===== src/rtl/fifo_pkg.sv =====
// -----------------------------------------------------------------------------
// fifo_pkg
//   Shared definitions for the async FIFO pointer logic.
//   - FIFO_ADDR_W : default FIFO address width (depth 2**FIFO_ADDR_W)
//   - bin2gray    : binary -> reflected Gray code
//   - gray2bin    : reflected Gray code -> binary
//   The functions work on a 32-bit word.  A narrower pointer is zero-extended
//   on the way in and truncated on the way out.  Leading zeros do not change
//   the low bits of either conversion.
// -----------------------------------------------------------------------------
package fifo_pkg;

    localparam int FIFO_ADDR_W = 4;

    function automatic logic [31:0] bin2gray(input logic [31:0] b);
        return b ^ (b >> 1);
    endfunction

    function automatic logic [31:0] gray2bin(input logic [31:0] g);
        logic [31:0] b;
        b[31] = g[31];
        for (int unsigned i = 31; i > 0; i--) begin
            b[i-1] = b[i] ^ g[i-1];
        end
        return b;
    endfunction

endpackage


===== src/rtl/sync_nff.sv =====
// -----------------------------------------------------------------------------
// sync_nff
//   STAGES-deep flop chain that brings a multi-bit Gray-coded bus into the
//   local clock domain.  Only one bit of the bus may change at a time.
//   Ports:
//     clk   - destination clock
//     rst_n - asynchronous active-low reset; clears every stage to 0
//     d     - asynchronous input bus (WIDTH bits)
//     q     - output of the last stage (WIDTH bits)
// -----------------------------------------------------------------------------
module sync_nff #(
    parameter int WIDTH  = 1,
    parameter int STAGES = 2
) (
    input  logic             clk,
    input  logic             rst_n,
    input  logic [WIDTH-1:0] d,
    output logic [WIDTH-1:0] q
);

    logic [WIDTH-1:0] stg [STAGES];

    always_ff @(posedge clk or negedge rst_n) begin
        if (!rst_n) begin
            for (int unsigned i = 0; i < STAGES; i++) begin
                stg[i] <= '0;
            end
        end else begin
            stg[0] <= d;
            for (int unsigned i = 1; i < STAGES; i++) begin
                stg[i] <= stg[i-1];
            end
        end
    end

    assign q = stg[STAGES-1];

endmodule


===== src/rtl/rd_empty_ctrl.sv =====
// -----------------------------------------------------------------------------
// rd_empty_ctrl
//   Read-side pointer and empty/almost-empty control for an asynchronous FIFO.
//   The write pointer (Gray) is synchronized into rd_clk.  It is compared with
//   the next read pointer, so a read and a new write in the same cycle both
//   show up in that cycle's flags.
//   Optional feature: define RD_LEVEL_EN to add the registered rd_level port.
//   Ports:
//     rd_clk       - read-domain clock
//     rst_n        - asynchronous active-low reset
//     rd_req       - consumer read request
//     wr_ptr_gray  - write pointer, Gray, asynchronous (ADDR_W+1 bits)
//     rd_en        - qualified RAM read strobe (rd_req & ~empty)
//     rd_addr      - RAM read address (ADDR_W bits)
//     rd_ptr_gray  - registered Gray read pointer to the write domain
//     empty        - registered empty flag
//     almost_empty - registered, high when level <= AE_THRESH
//     underflow    - one-cycle pulse per rejected read request
//     rd_level     - registered occupancy (RD_LEVEL_EN only)
// -----------------------------------------------------------------------------
module rd_empty_ctrl
    import fifo_pkg::*;
#(
    parameter int ADDR_W      = FIFO_ADDR_W,
    parameter int SYNC_STAGES = 2,
    parameter int AE_THRESH   = 2
) (
    input  logic              rd_clk,
    input  logic              rst_n,
    input  logic              rd_req,
    input  logic [ADDR_W:0]   wr_ptr_gray,
    output logic              rd_en,
    output logic [ADDR_W-1:0] rd_addr,
    output logic [ADDR_W:0]   rd_ptr_gray,
    output logic              empty,
    output logic              almost_empty,
    output logic              underflow
`ifdef RD_LEVEL_EN
    ,
    output logic [ADDR_W:0]   rd_level
`endif
);

    localparam int PW = ADDR_W + 1;
    localparam logic [PW-1:0] AE_LVL = PW'(AE_THRESH);

    logic [PW-1:0] wq_last;
    logic [PW-1:0] wbin;
    logic [PW-1:0] rbin;
    logic [PW-1:0] rbin_next;
    logic [PW-1:0] gray_next;
    logic [PW-1:0] level;

    sync_nff #(
        .WIDTH  (PW),
        .STAGES (SYNC_STAGES)
    ) u_wptr_sync (
        .clk   (rd_clk),
        .rst_n (rst_n),
        .d     (wr_ptr_gray),
        .q     (wq_last)
    );

    assign rd_en   = rd_req & ~empty;
    assign rd_addr = rbin[ADDR_W-1:0];

    // Flags look at the post-read pointer, so the read that drains the FIFO
    // raises empty on the same edge and blocks a second read.
    always_comb begin
        rbin_next = rbin + PW'(rd_en);
        gray_next = PW'(bin2gray(32'(rbin_next)));
        wbin      = PW'(gray2bin(32'(wq_last)));
        level     = wbin - rbin_next;
    end

    always_ff @(posedge rd_clk or negedge rst_n) begin
        if (!rst_n) begin
            rbin         <= '0;
            rd_ptr_gray  <= '0;
            empty        <= 1'b1;
            almost_empty <= 1'b1;
            underflow    <= 1'b0;
        end else begin
            rbin         <= rbin_next;
            rd_ptr_gray  <= gray_next;
            empty        <= (gray_next == wq_last);
            almost_empty <= (level <= AE_LVL);
            underflow    <= rd_req & empty;
        end
    end

`ifdef RD_LEVEL_EN
    always_ff @(posedge rd_clk or negedge rst_n) begin
        if (!rst_n) begin
            rd_level <= '0;
        end else begin
            rd_level <= level;
        end
    end
`endif

endmodule


===== config.mk =====
export PLATFORM = sky130hd
export DESIGN_NAME = rd_empty_ctrl
export DESIGN_NICKNAME = d
export VERILOG_FILES = /design/src/rtl/fifo_pkg.sv /design/src/rtl/sync_nff.sv /design/src/rtl/rd_empty_ctrl.sv
export SDC_FILE = /design/constraint.sdc
export NUM_CORES = 1
export LEC_CHECK = 0
export ABC_AREA = 1
export ABC_CLOCK_PERIOD_IN_PS = 2800
export CORE_UTILIZATION = 39
export DETAILED_ROUTE_END_ITERATION = 6
export GPL_TIMING_DRIVEN = 0
export REMOVE_ABC_BUFFERS = 1
export SLEW_MARGIN = 10
export SYNTH_ARGS = -nofsm -noshare
export SYNTH_HDL_FRONTEND = slang
export SYNTH_SLANG_ARGS = --single-unit

===== constraint.sdc =====
create_clock -name rd_clk -period 2.8 [get_ports rd_clk]
set_clock_uncertainty 0.15 [all_clocks]
set_input_delay 0.56 -clock rd_clk [delete_from_list [all_inputs] [get_ports rd_clk]]
set_output_delay 0.56 -clock rd_clk [all_outputs]
set_load 0.05 [all_outputs]

== Word level (Yosys, flattened, before mapping) ==
Cells that the tools add are included.
Operators by class
  $add $sub $neg: 2
  $mul: 0
  div/mod/pow operators: 0
  order comparisons: 1
  eq/ne operators: 1
  shift-type cells: 0
  mux-type cells: 0
  bitwise operators: 8
  reductions and logical operators: 0
Operators with widths (number)
  $add 5x1->5: 1
  $eq 5x5->1: 1
  $le 5x2->1 const B: 1
  $sub 5x5->5: 1
  $xor 5x4->5: 1
  $xor 1x1->1: 4
  $and 1x1->1: 2
  $not 1->1: 1
Word-level totals
  bits in registers: 23
  latch bits: 0
  bits in writable memories: 0
  ROM bits: 0
  bits of input ports: 8
  output and inout bits: 13
  logic and storage cells: 19
  memories kept: 0

== Depth between registers and ports, before layout ==
Gate-level depths: netlist (run 1).
  depth in word-level cells: 6
  mapped depth: 15
  mapped depth without buffers: 15

== Modules after synthesis ==
A second synthesis (run 1) with hierarchy kept.
Unflattened totals
  cell total of the unflattened synthesis: 112
  area, all modules: 1127.3 um^2
By module, submodules not included
  rd_empty_ctrl: instances 1, cells each 97, area each 839.6 um^2, seq. area each 302.8 um^2
  sync_nff: instances 1, cells each 15, area each 287.8 um^2, seq. area each 250.2 um^2

== Worst setup path before layout (run 1) ==
OpenSTA, ideal clock, no wires.
  kind: input port to flip-flop
  start point: in rd_req
  end point: reg almost_empty
  data arrival time: 2.773 ns
  data required time: 2.583 ns
  path slack: -0.191 ns
  stages on the path: 11
  cell sequence: inv_1 -> nor2_1 -> ha_1 -> ha_1 -> inv_1 -> fa_1 -> inv_1 -> nor2_1 -> a21oi_1 -> nand3_1 -> nor2_1
Between the ends
  cells in the longest elaborated chain, start to end: 4
Ends and longest elaborated chain
  start, declared: line rd_empty_ctrl.sv:30  | input logic rd_req,
  $and 1x1->1: line rd_empty_ctrl.sv:64  | assign rd_en = rd_req & ~empty;
  net rd_en: line rd_empty_ctrl.sv:32  | output logic rd_en,
  $add 5x1->5: line rd_empty_ctrl.sv:70  | rbin_next = rbin + PW'(rd_en);
  net rbin_next[1]: line rd_empty_ctrl.sv:50  | logic [PW-1:0] rbin_next;
  $sub 5x5->5: line rd_empty_ctrl.sv:73  | level = wbin - rbin_next;
  $le 5x2->1: line rd_empty_ctrl.sv:87  | almost_empty <= (level <= AE_LVL);
  end signal, assigned: line rd_empty_ctrl.sv:87
  end, declared: line rd_empty_ctrl.sv:36  | output logic almost_empty,
The timed path passes the listed nets, and every way through them passes these cells.

== Worst setup path after layout (run 1) ==
  start point: in rd_req
  end point: out rd_en
Between the ends
  cells in the longest elaborated chain, start to end: 1
Ends and longest elaborated chain (line)
  $and 1x1->1: rd_empty_ctrl.sv:64
  end, declared: rd_empty_ctrl.sv:32
No other way between the ends.

==> results.cfg, run 1 <==
[clock_network]
cts_tree = built
path_clk_slew_ns = 0.10
hold_buffers = 0
post_cts_buffers = 0
cts_buffer_depth = 2
cts.repair.resized = 0
insertion_delay_ns = 0.30
root_buffer = clkbuf_4
cts_buffers = 3
cts.sink_count = 22
htreeDepth = 1

[critical_path]
cpPeakStageDelay_ns = 0.82
cp_max_fo = 2
path_class = primary input to primary output
critPathSlowestCell = clkdlybuf4s50_1
cp-start-kind = primary input
worstPathRequired_ns = 2.09
reg2regPathDepth = 10
endpoint_kind = primary output
crit_top_cell = clkdlybuf4s50_1
crit_chain = clkdlybuf4s50_1 > inv_1 > nor2_1 > clkdlybuf4s50_1
critPathArrivalTime_ns = 2.02

[finish]
diodes = 0
area_growth_pct = 22.85
drive_gt1_frac = 0.1705
nFillCells = 249
nNetsFinal = 145
fin_util = 0.5214

[route]
viasPerCell = 4.642
drtAntennaViolNets = 0
wl_per_cell_um = 10.38
route.detailed.drc = 0
drtIter0Drc = 4
vias = 738
first_pass_iters = 3
wl_mm = 1.650

[logic_synthesis]
synthDistinctLibCells = 22
synth_cells = 107
yosys_warnings = 0
synth-seq-area-share = 0.5075
synth_area_per_cell_sq_um = 10.19
synthesis.area_sq_um = 1090
synth-seq-cells = 22

[timing]
rsz0062_at_grt = no
finalMaxSlewViolations = 0
finalHoldViolations = 0
period_needed_ns = 2.732
fin_setup_tns_ns = 0
setup_viol = 0
maxSlewHeadroom = 0.3746
fin_crit_sh = 0.9756
clock.fmax_mhz = 366.1
tightest_slew_ns = 0.9352

[floorplanning]
rows = 18
die_w_um = 54.86
die-area_sq_um = 3010
io_pins = 21
core-area_sq_um = 2567
start_util = 0.4245
die_h_um = 54.86

[status]
status = complete, no violations

[global_route]
antenna_found_initial = 0
grt_pass1_wl_mm = 2.670
grt_pass1_vias = 694
grt_max_degree = 23
overflow = 0
gr-usage-all-layers = 0.1312

[run]
maxCapViolCount = 0

[placed_design]
numPortBuffers = 20
dp_hpwl_mm = 1.338
gp_congestion = 0.7005

[hold_path]
hp-class = register to register
min_path_cells = 0
-- flip-flops by register name (all words and copies together) (netlist names) --
signal	flops
rd_ptr_gray	4
empty	1
u_wptr_sync.stg	5
rbin	5
underflow	1
almost_empty	1
u_wptr_sync.q	5
-- layout by cell type (no fill, tap or decap) --
| cell | instances |
|---|---|
| nand2_2 | 9 |
| nor2_4 | 1 |
| clkdlybuf4s50_1 | 20 |
| nand2_1 | 25 |
| clkbuf_4 | 3 |
| o21ai_0 | 1 |
| nand3_1 | 8 |
| dfrtp_1 | 20 |
| dfstp_2 | 2 |
| a21o_1 | 1 |
| xnor2_1 | 3 |
| inv_1 | 14 |
| a21oi_1 | 2 |
| nor2_1 | 3 |
| nand4_1 | 2 |
| ha_1 | 5 |
| xor2_2 | 3 |
| xor2_1 | 2 |
| fa_1 | 1 |
| nand3_2 | 1 |
| nand3_4 | 1 |
| xnor2_2 | 1 |
| nor2_2 | 1 |
-- worst paths after layout --
path,slack (ns),start,end
max,0.07,rd_req,rd_en
min,0.21,u_wptr_sync.stg[8]$_DFF_PN0_,u_wptr_sync.q[3]$_DFF_PN0_
max reg2reg,0.37,empty$_DFF_PN1_,almost_empty$_DFF_PN1_
min reg2reg,0.21,u_wptr_sync.stg[8]$_DFF_PN0_,u_wptr_sync.q[3]$_DFF_PN0_
max in group asynchronous,1.31,rst_n,u_wptr_sync.q[2]$_DFF_PN0_
min in group asynchronous,0.62,rst_n,rd_ptr_gray[3]$_DFF_PN0_
-- critical path: cells and delay by family --
kind                   cells  cell delay, ns
buffers and inverters      3            1.34
AND/OR/NAND/NOR            1            0.12
-- layer usage --
metal	vias up	global-route usage	wire length (um)
li1	374	-	-
met3	5	0.02500	80
met1	338	0.1464	733
met5	-	0	0
met4	0	0.07692	39
met2	21	0.2289	796
-- per-stage QoR --
stage,area (sq um),std cells,worst slack (ns),hold slack [ns]
global route,1339,159,0.0003610,0.2193
global placement,1316,156,-0.1252,0.1823
floorplan,1079,106,-0.1905,0.1144
CTS,1339,159,0.06140,0.2104
finish,1339,159,0.06837,0.2071
detailed placement,1316,156,-0.1389,0.1847
-- Yosys cell counts, drive strengths merged --
| library cell | count | share of area |
|---|---|---|
| buf | 1 | 0.010 |
| dfstp | 2 | 0.048 |
| nand2 | 34 | 0.14 |
| a21o | 1 | 0.0069 |
| dfrtp | 20 | 0.46 |
| nand4 | 2 | 0.011 |
| ha | 5 | 0.057 |
| inv | 14 | 0.048 |
| fa | 1 | 0.018 |
| nand3 | 10 | 0.062 |
| xor2 | 5 | 0.061 |
| nor2 | 5 | 0.026 |
| xnor2 | 4 | 0.039 |
| a21oi | 2 | 0.0092 |
| o21ai | 1 | 0.0046 |
-- cells by family after synthesis --
family,Yosys count,share of synthesized area
AO/OA/AOI/OAI,4,0.02066
adder cells (fa/ha/maj),6,0.07578
AND/OR/NAND/NOR,51,0.2377
flip-flops,22,0.5075
XOR/XNOR,9,0.09990
buffers and inverters,15,0.05855
-- area by class of cell --
cell class,count,area [sq um],share of cell area
multi-input cells,70,473.0,0.3533
well taps,30,37.54,0.02804
flip-flops and latches,22,553.0,0.4131
repair buffers,20,200.2,0.1495
clock buffers,3,22.52,0.01682
inverters,14,52.55,0.03925
Power of run 1 is not shown: default switching activity piles up to over one toggle a cycle in this logic, so the estimate is an artifact.
==> run 2: changes to the inputs <==
--- a/config.mk
+++ b/config.mk
@@ -10,6 +10,7 @@
 export CORE_UTILIZATION = 39
 export DETAILED_ROUTE_END_ITERATION = 6
 export GPL_TIMING_DRIVEN = 0
+export HOLD_SLACK_MARGIN = 0.03
 export REMOVE_ABC_BUFFERS = 1
 export SLEW_MARGIN = 10
 export SYNTH_ARGS = -nofsm -noshare
==> results of run 2 <==
Final layout, timing and power as in run 1 (identical DEF).
Power of run 2 is left out for the same reason.
